File: src/rtl/keypad_scanner_if.sv
// Keypad matrix and key-event bundle between scanner and its consumer.
// The scanner side is the master: it strobes rows and publishes events.
interface keypad_scanner_if;
    logic [3:0] row;
    logic [3:0] col;
    logic [3:0] key_code;
    logic       key_valid;
    logic       key_held;

    modport master (
        output row,
        output key_code,
        output key_valid,
        output key_held,
        input  col
    );

    modport slave (
        input  row,
        input  key_code,
        input  key_valid,
        input  key_held,
        output col
    );
endinterface

File: src/rtl/keypad_scanner.sv
// 4x4 keypad scanner: rotating active-low row strobe, frame-level
// debounce, one key_valid pulse per accepted press.
module keypad_scanner #(
    parameter int SCAN_DIV     = 4,
    parameter int DEBOUNCE_CNT = 3
) (
    input logic             clk,
    input logic             rst,
    keypad_scanner_if.master bus
);

    localparam int DW = $clog2(SCAN_DIV);
    localparam int CW = $clog2(DEBOUNCE_CNT + 1);
    localparam logic [DW-1:0] DWELL_MAX = DW'(SCAN_DIV - 1);
    localparam logic [CW-1:0] CNT_MAX   = CW'(DEBOUNCE_CNT);

    typedef enum logic [1:0] {
        IDLE,
        PRESS_CHK,
        HELD,
        RELEASE_CHK
    } state_t;

    logic [3:0]    col_s1;
    logic [3:0]    col_s2;
    logic [DW-1:0] dwell;
    logic [3:0]    row_q;
    logic          acc_found;
    logic [3:0]    acc_code;

    state_t        state;
    logic [3:0]    cand;
    logic [CW-1:0] cnt;
    logic [3:0]    code_q;
    logic          valid_q;
    logic          held_q;

    logic          tc;
    logic          row_ok;
    logic [1:0]    row_idx;
    logic [3:0]    row_next;
    logic          col_hit;
    logic [1:0]    col_idx;
    logic          hit;
    logic [3:0]    cur_code;
    logic          frame_done;
    logic          frame_found;
    logic [3:0]    frame_code;
    logic [CW-1:0] cnt_inc;

    assign tc = (dwell == DWELL_MAX);

    always_comb begin
        row_ok   = 1'b1;
        row_idx  = 2'd0;
        row_next = 4'b1110;
        case (row_q)
            4'b1110: begin
                row_idx  = 2'd0;
                row_next = 4'b1101;
            end
            4'b1101: begin
                row_idx  = 2'd1;
                row_next = 4'b1011;
            end
            4'b1011: begin
                row_idx  = 2'd2;
                row_next = 4'b0111;
            end
            4'b0111: begin
                row_idx  = 2'd3;
                row_next = 4'b1110;
            end
            default: row_ok = 1'b0;
        endcase
    end

    // Several columns may be low at once; the lowest index wins.
    always_comb begin
        col_hit = 1'b1;
        col_idx = 2'd0;
        priority case (1'b1)
            !col_s2[0]: col_idx = 2'd0;
            !col_s2[1]: col_idx = 2'd1;
            !col_s2[2]: col_idx = 2'd2;
            !col_s2[3]: col_idx = 2'd3;
            default:    col_hit = 1'b0;
        endcase
    end

    assign hit         = row_ok && col_hit;
    assign cur_code    = {row_idx, col_idx};
    assign frame_done  = tc && (row_q == 4'b0111);
    assign frame_found = acc_found || hit;
    assign frame_code  = acc_found ? acc_code : cur_code;
    assign cnt_inc     = cnt + CW'(1);

    always_ff @(posedge clk or negedge rst) begin
        if (!rst) begin
            col_s1 <= 4'b1111;
            col_s2 <= 4'b1111;
        end else begin
            col_s1 <= bus.col;
            col_s2 <= col_s1;
        end
    end

    // Sampling at the end of the dwell leaves the synchronizer time to settle.
    always_ff @(posedge clk or negedge rst) begin
        if (!rst) begin
            dwell     <= '0;
            row_q     <= 4'b1110;
            acc_found <= 1'b0;
            acc_code  <= 4'd0;
        end else if (tc) begin
            dwell <= '0;
            row_q <= row_next;
            if (frame_done || !row_ok) begin
                acc_found <= 1'b0;
                acc_code  <= 4'd0;
            end else if (hit && !acc_found) begin
                acc_found <= 1'b1;
                acc_code  <= cur_code;
            end
        end else begin
            dwell <= dwell + DW'(1);
        end
    end

    always_ff @(posedge clk or negedge rst) begin
        if (!rst) begin
            state   <= IDLE;
            cand    <= 4'd0;
            cnt     <= '0;
            code_q  <= 4'd0;
            valid_q <= 1'b0;
            held_q  <= 1'b0;
        end else begin
            valid_q <= 1'b0;
            if (frame_done) begin
                unique case (state)
                    IDLE: begin
                        if (frame_found) begin
                            cand  <= frame_code;
                            cnt   <= CW'(1);
                            state <= PRESS_CHK;
                        end
                    end
                    PRESS_CHK: begin
                        if (!frame_found) begin
                            state <= IDLE;
                        end else if (frame_code != cand) begin
                            cand <= frame_code;
                            cnt  <= CW'(1);
                        end else if (cnt_inc == CNT_MAX) begin
                            cnt     <= cnt_inc;
                            state   <= HELD;
                            code_q  <= cand;
                            valid_q <= 1'b1;
                            held_q  <= 1'b1;
                        end else begin
                            cnt <= cnt_inc;
                        end
                    end
                    HELD: begin
                        if (!frame_found) begin
                            cnt   <= CW'(1);
                            state <= RELEASE_CHK;
                        end
                    end
                    RELEASE_CHK: begin
                        if (frame_found) begin
                            state <= HELD;
                        end else if (cnt_inc == CNT_MAX) begin
                            cnt    <= cnt_inc;
                            state  <= IDLE;
                            held_q <= 1'b0;
                        end else begin
                            cnt <= cnt_inc;
                        end
                    end
                endcase
            end
        end
    end

    assign bus.row       = row_q;
    assign bus.key_code  = code_q;
    assign bus.key_valid = valid_q;
    assign bus.key_held  = held_q;

endmodule

File: src/flat_wrapper.sv
// flat-port wrapper written by rule: the top's interface ports become plain ports
module keypad_scanner_flat 
#(
    parameter int SCAN_DIV     = 4,
    parameter int DEBOUNCE_CNT = 3
)
  (clk, rst, bus_row, bus_key_code, bus_key_valid, bus_key_held, bus_col);
  keypad_scanner_if bus_i ();
  input logic clk;
  input logic rst;
  output wire logic [$bits(bus_i.row)-1:0] bus_row;
  output wire logic [$bits(bus_i.key_code)-1:0] bus_key_code;
  output wire logic [$bits(bus_i.key_valid)-1:0] bus_key_valid;
  output wire logic [$bits(bus_i.key_held)-1:0] bus_key_held;
  input wire logic [$bits(bus_i.col)-1:0] bus_col;
  assign bus_row = bus_i.row;
  assign bus_key_code = bus_i.key_code;
  assign bus_key_valid = bus_i.key_valid;
  assign bus_key_held = bus_i.key_held;
  assign bus_i.col = bus_col;
  keypad_scanner #(.SCAN_DIV(SCAN_DIV), .DEBOUNCE_CNT(DEBOUNCE_CNT)) u_core (.clk(clk), .rst(rst), .bus(bus_i));
endmodule
File: config.mk
export PLATFORM = sky130hd
export DESIGN_NAME = keypad_scanner_flat
export DESIGN_NICKNAME = d
export VERILOG_FILES = /design/src/rtl/keypad_scanner_if.sv /design/src/rtl/keypad_scanner.sv /design/src/flat_wrapper.sv
export SDC_FILE = /design/constraint.sdc
export NUM_CORES = 1
export LEC_CHECK = 0
export ABC_AREA = 1
export CAP_MARGIN = 30
export CORE_MARGIN = 4
export CORE_UTILIZATION = 45
export DETAILED_ROUTE_END_ITERATION = 10
export PLACE_DENSITY = 0.65
export SLEW_MARGIN = 25
export SYNTH_ARGS = -nofsm -noshare
export SYNTH_HDL_FRONTEND = slang
export SYNTH_SLANG_ARGS = --single-unit
File: constraint.sdc
create_clock -name clk -period 3.91 [get_ports clk]
set_clock_uncertainty 0.05 [all_clocks]
set_input_delay 0.5865 -clock clk [delete_from_list [all_inputs] [get_ports clk]]
set_output_delay 0.5865 -clock clk [all_outputs]
set_load 0.05 [all_outputs]
==> reports/results.ini, run 1 <==
[sta]
setup_viol = 0
slew_violations = 0
post-route-period-util_pct = 59.33
max_freq_mhz = 431.1
tns_ns = 0
finalCriticalPeriod_ns = 2.320
rsz0062_at_grt = false
hold_violations = 0
tightest_slew_ns = 0.4912
maxSlewHeadroom_pct = 67.15

[cells_and_area]
multiInputGateArea_um2 = 704.4
drive_above_1_share_pct = 18.83
fill_cells = 358
fin_nets = 246
antenna-diode-count = 0
syn2layout_area_growth_pct = 19.62
regArea_um2 = 839.6
fin_area_um2 = 2029
final_cells = 287
fin_util_pct = 55.43

[clock_tree]
cts_resized = 0
cts_tree = done
clockBufferDepth = 2
cts_sinks = 33
cts_hold_repair.buffers = 0
cts-root-buf = clkbuf_8
clk_pin_slew_worst_paths_ns = 0.07
cts_max_level = 2
post_cts_buffers = 0
cts-buffers-inserted = 5
clk_latency_ns = 0.29

[synth]
synth-seq-cells = 33
ys_top_cells_by_area = dfrtp_1 32%, dfstp_2 17%, nand2_1 13%, inv_1 7.7%, nor2_1 5.1%
synthMuxAreaShare_pct = 0
syn-num-nets = 223
synthXorXnorAreaFrac_pct = 0
yosysTopAreaCell = dfrtp_1
synth_top_cell_area_share_pct = 32.45
syn_area_um2 = 1697
ys_warn_count = 0
seq_area_frac_synth_pct = 49.48
synth_top_family_by_area = simple AND/OR/NAND/NOR gates
synth-simple-area-share_pct = 31.64
syn_area_per_cell_um2 = 7.891
synth.distinct_cells = 24
synth_compound_area_share_pct = 8.407
synth_fa_ha_area_share_pct = 1.475
postSynthCellCount = 215

[setup_path]
crit_family = buffers and inverters
required_ns = 3.27
critPathMaxStageDelay_ns = 0.81
crit_path_top_delay_cell = clkdlybuf4s50_1
worst-path-buf-inv = 1
crit_arrival_ns = 1.68
worstSetupStartpointType = register
crit_type = register to output port
crit_fanout = 6
crit_path_cell_trace = clkdlybuf4s50_1
critPathCaptureType = output port

[drt]
viasPerCell = 4.707
drt-total-wl_um = 2902
dr.pass1.iters = 3
antenna_left = 0
routedWlPerCell_um = 10.11
remaining_drc_errors = 0
vias = 1351
drtIter0Drc = 35

[die]
dieWidth_um = 69.40
start_util_pct = 46.34
dieArea_um2 = 4816
io_pins = 16
rows = 22
core-area_um2 = 3661
die_h_um = 69.40

[power_and_ir_drop]
irDropWorstVdd_mv = 0.2512
p_per_area_nw_per_um2 = 391.8
p_leak_nw = 1.069

[placed_design]
post_dp_cell_area_um2 = 1914
place_congestion = 0.7752
detailed_place_hpwl_um = 2254
place_inst = 279
portBuffers = 15

[min_path]
hold_path_class = register to register

[grt]
first_global_vias = 1332
grt_max_degree = 34
grtUsageTotal_pct = 14.26
antenna_found_initial = 0
grt_pass1_wl_um = 5526
gr-total-overflow = 0

[run]
drv_cap = 0

[status]
outcome = complete, no violations

[final timing paths]
path / start / to / slack (ns) / cells after the start
worst max-delay path: u_core.bus.row[2] / bus_row[2] / 1.59 / 1
worst min-delay path: u_core.col_s1[1] / u_core.col_s2[1] / 0.31 / 0
worst max register to register: u_core.bus.row[2] / u_core.bus.key_code[3] / 2.02 / 11
worst min register to register: u_core.col_s1[1] / u_core.col_s2[1] / 0.31 / 0
max in group asynchronous: rst / u_core.bus.row[1] / 2.83 / 2
min in group asynchronous: rst / u_core.acc_code[3] / 0.64 / 2
[per-stage QoR]
step	hold WS (ns)	worst slack [ns]	power [mW]
floorplan	0.2409	2.010	0.4523
global placement	0.2957	1.911	0.4781
detailed placement	0.2972	1.897	0.4804
CTS	0.3081	1.575	0.8105
global route	0.3106	1.534	0.8456
finish	0.3064	1.590	0.7952
[cells in the mapped netlist]
cell type   n
nand2_1    57
nand2_2     6
nor4_1      1
nand3_1    13
nand4_1     1
o21ai_0     4
inv_1      35
nor3_2      1
a21oi_2     1
nor3_1      1
o21ai_4     1
nor2_2      4
a21oi_1     5
dfstp_2    11
ha_1        2
dfrtp_1    22
nand2_4     3
inv_4       1
nand3b_1    1
nand3_2     4
inv_2       4
o21ai_1    12
nor2_1     23
o22ai_1     2
[layout make-up]
type | instances | area share (%)
clock inverters | 3 | 2.281
inverters | 40 | 7.522
multi-input cells | 142 | 34.71
clock buffers | 5 | 3.391
well taps | 48 | 2.959
flip-flops and latches | 33 | 41.37
repair buffers | 16 | 7.768
[cells in the final DEF (no fill, tap or decap)]
cell type        instances
bufinv_16                1
a21oi_2                  1
inv_2                    4
nor3_1                   1
nor4_1                   1
dfstp_2                 11
nor2_1                  23
nand2_1                 57
clkinv_4                 1
dfrtp_1                 22
inv_4                    1
nand3b_1                 1
o21ai_1                 12
clkinvlp_4               1
a21oi_1                  5
o21ai_4                  1
o22ai_1                  2
nor3_2                   1
nand4_1                  1
inv_1                   35
clkdlybuf4s50_1         15
nand2_2                  6
nor2_2                   4
nand3_2                  4
nand3_1                 13
nand2_4                  3
o21ai_0                  4
buf_4                    1
clkbuf_8                 5
ha_1                     2
[routing by layer]
| layer | routed length [um] | track usage [%] | vias up |
|---|---|---|---|
| met3 | 129 | 5.362 | 7 |
| li1 | - | - | 712 |
| met4 | 56 | 5.857 | 0 |
| met5 | 0 | 0 | - |
| met2 | 1299 | 23.09 | 15 |
| met1 | 1417 | 16.99 | 617 |
[sequential cells by signal, indices dropped and copies added (netlist names), 2 cells and up, named ones only]
register / count
u_core.bus.row: 4
u_core.cnt: 2
u_core.dwell: 2
u_core.col_s1: 4
u_core.bus.key_code: 4
u_core.acc_code: 4
u_core.cand: 4
u_core.col_s2: 4
[where the power goes]
group / switching, mW / total (mW) / internal, mW
Combinational: 0.0565 / 0.0909 / 0.0344
Clock: 0.132 / 0.323 / 0.191
Sequential: 0.0162 / 0.382 / 0.365
[cell families (layout without fill, tap and decap cells)]
logic type      Yosys count  after routing
compound gates           25             25
fa+ha+maj                 2              2
buf+inv                  40             64
flops                    33             33
simple gates            115            115
No activity file was read; power rests on OpenSTA's default activity.
==> run 2: changes to the inputs <==
==> constraint.sdc (replaced) <==
create_clock -name clk -period 2.3 [get_ports clk]
set_clock_uncertainty 0.05 [all_clocks]
set_input_delay 0.345 -clock clk [delete_from_list [all_inputs] [get_ports clk]]
set_output_delay 0.345 -clock clk [all_outputs]
set_load 0.05 [all_outputs]
==> run 2 against run 1 <==
- die area is the same
- largest cell class unchanged
- total power increased by 53%
- critical endpoint unchanged
- routed wire length rose by 0.62%
- largest power group unchanged
- sequential cell count unchanged
==> reports/results.ini, run 2 (synthesized netlist as in run 1, its figures left out) <==
[status]
outcome = complete, no violations

[cells_and_area]
drive_above_1_share_pct = 18.41  ; -0.42 points
fin_util_pct = 54.55  ; -0.89 points
fin_nets = 246  ; unchanged
final_cells = 287  ; unchanged
syn2layout_area_growth_pct = 17.70
fill_cells = 355  ; -0.84%
antenna-diode-count = 0  ; unchanged
final_common_cell = nand2_1
layout_common_cells = 57 x nand2_1, 35 x inv_1, 23 x nor2_1
fin_area_um2 = 1997  ; -1.6%

[sta]
finalCriticalPeriod_ns = 2.073
maxSlewHeadroom_pct = 66.65  ; -0.50 points
post-route-period-util_pct = 90.15
setup_viol = 0  ; unchanged
setup_ws_ns = 0.2266  ; -1.363 ns
hold_violations = 0  ; unchanged
max_freq_mhz = 482.3
rsz0062_at_grt = false
tns_ns = 0  ; unchanged
tightest_slew_ns = 0.4987  ; +0.007517 ns
holdWs_ns = 0.3053  ; -0.001103 ns
slew_violations = 0  ; unchanged

[setup_path]
critPathCaptureType = output port
worstSetupStartpointType = register
required_ns = 1.90  ; -1.37 ns
crit_type = register to output port
crit_family = buffers and inverters
reg2regPathDepth = 11  ; unchanged
crit_fanout = 6  ; unchanged
crit_cells = 1  ; unchanged
timing.rr.start = u_core.bus.row[2]
critPathMaxStageDelay_ns = 0.82  ; about the same
reg2reg_slack_ns = 0.43  ; -1.59 ns
crit_path_top_delay_cell = clkdlybuf4s50_1
r2r-end = u_core.bus.key_code[0]
crit_arrival_ns = 1.68  ; about the same
worst-path-buf-inv = 1  ; unchanged
crit_path_cell_trace = clkdlybuf4s50_1

[die]
die_h_um = 69.40  ; unchanged
io_pins = 16  ; unchanged
rows = 22  ; unchanged
dieWidth_um = 69.40  ; unchanged
start_util_pct = 46.34  ; unchanged
dieArea_um2 = 4816  ; unchanged
core-area_um2 = 3661  ; unchanged

[placed_design]
place_inst = 279  ; unchanged
detailed_place_hpwl_um = 2244  ; -0.42%
place_ws_ns = 0.4176  ; -1.480 ns
place_congestion = 0.8040  ; +3.7%
post_dp_cell_area_um2 = 1914  ; unchanged
portBuffers = 15  ; unchanged

[clock_tree]
clk_latency_ns = 0.28  ; about the same
cts-buffers-inserted = 5  ; unchanged
cts_sinks = 33  ; unchanged
clockBufferDepth = 2  ; unchanged
cts_max_level = 2  ; unchanged
post_cts_buffers = 0  ; unchanged
cts_tree = done
cts_resized = 0  ; unchanged
cts-root-buf = clkbuf_8
cts_hold_repair.buffers = 0  ; unchanged
clk_pin_slew_worst_paths_ns = 0.06  ; about the same

[drt]
viasPerCell = 4.707  ; unchanged
dr.pass1.iters = 4  ; +1
antenna_left = 0  ; unchanged
remaining_drc_errors = 0  ; unchanged
drt-total-wl_um = 2920  ; +0.62%
routedWlPerCell_um = 10.17  ; +0.62%
vias = 1351  ; unchanged
drtIter0Drc = 53  ; +51%

[power_and_ir_drop]
seq_power_share_pct = 53.5  ; +5.5 points
irDropWorstVdd_mv = 0.4208  ; +67%
p_comb_share_pct = 13.0  ; +1.6 points
power.total_mw = 1.213  ; +53%
p_clk_share_pct = 33.6  ; -7.0 points
p_int_mw = 0.8892  ; +51%
p_per_area_nw_per_um2 = 607.4  ; +55%
p_leak_nw = 1.059  ; -0.88%
p_switching_mw = 0.3236  ; +58%
sw_frac_of_total_pct = 26.68  ; +0.91 points

[min_path]
holdPathStages = 0  ; unchanged
hold_path_class = register to register
whs_endpoint = u_core.col_s2[1]
min_from = u_core.col_s1[1]

[run]
drv_cap = 0  ; unchanged

[grt]
grtUsageTotal_pct = 13.99  ; -0.27 points
first_global_vias = 1247  ; -6.4%
gr-total-overflow = 0  ; unchanged
antenna_found_initial = 0  ; unchanged
grt_max_degree = 34  ; unchanged
grt_pass1_wl_um = 5313  ; -3.9%

==> run 2: cell type report <==
class | instances | area (um2) | area share [%]
inverters | 40 | 152.6 | 7.644
multi-input cells | 142 | 704.4 | 35.28
well taps | 48 | 60.06 | 3.008
clock inverters | 2 | 10.01 | 0.5013
repair buffers | 16 | 157.7 | 7.895
clock buffers | 6 | 72.57 | 3.634
flip-flops and latches | 33 | 839.6 | 42.04
==> run 2: worst max path at each step <==
stage	from	slack [ns]	end
after floorplan	u_core.bus.row[2]	0.40	u_core.bus.key_code[0]
after CTS	u_core.bus.row[2]	0.21	bus_row[2]
after global routing	u_core.bus.row[1]	0.17	bus_row[1]
after global placement	u_core.bus.row[2]	0.41	u_core.bus.key_code[1]
after detailed placement	u_core.bus.row[2]	0.42	u_core.bus.key_code[0]
final	u_core.bus.row[2]	0.23	bus_row[2]
==> run 2: routing by layer <==
| metal | part of all wire (%) | global-route usage, % |
|---|---|---|
| met1 | 47 | 16.73 |
| met2 | 46 | 22.46 |
| met3 | 5.5 | 4.493 |
| met4 | 2.1 | 7.158 |
| met5 | 0 | 0 |
==> run 2: power by group through the flow <==
stage	clock (mW)	combinational, mW	sequential (mW)
global placement	0	0.156	0.658
CTS	0.422	0.159	0.648
floorplan	0	0.117	0.652
detailed placement	0	0.159	0.658
finish	0.407	0.157	0.648
global route	0.455	0.180	0.654
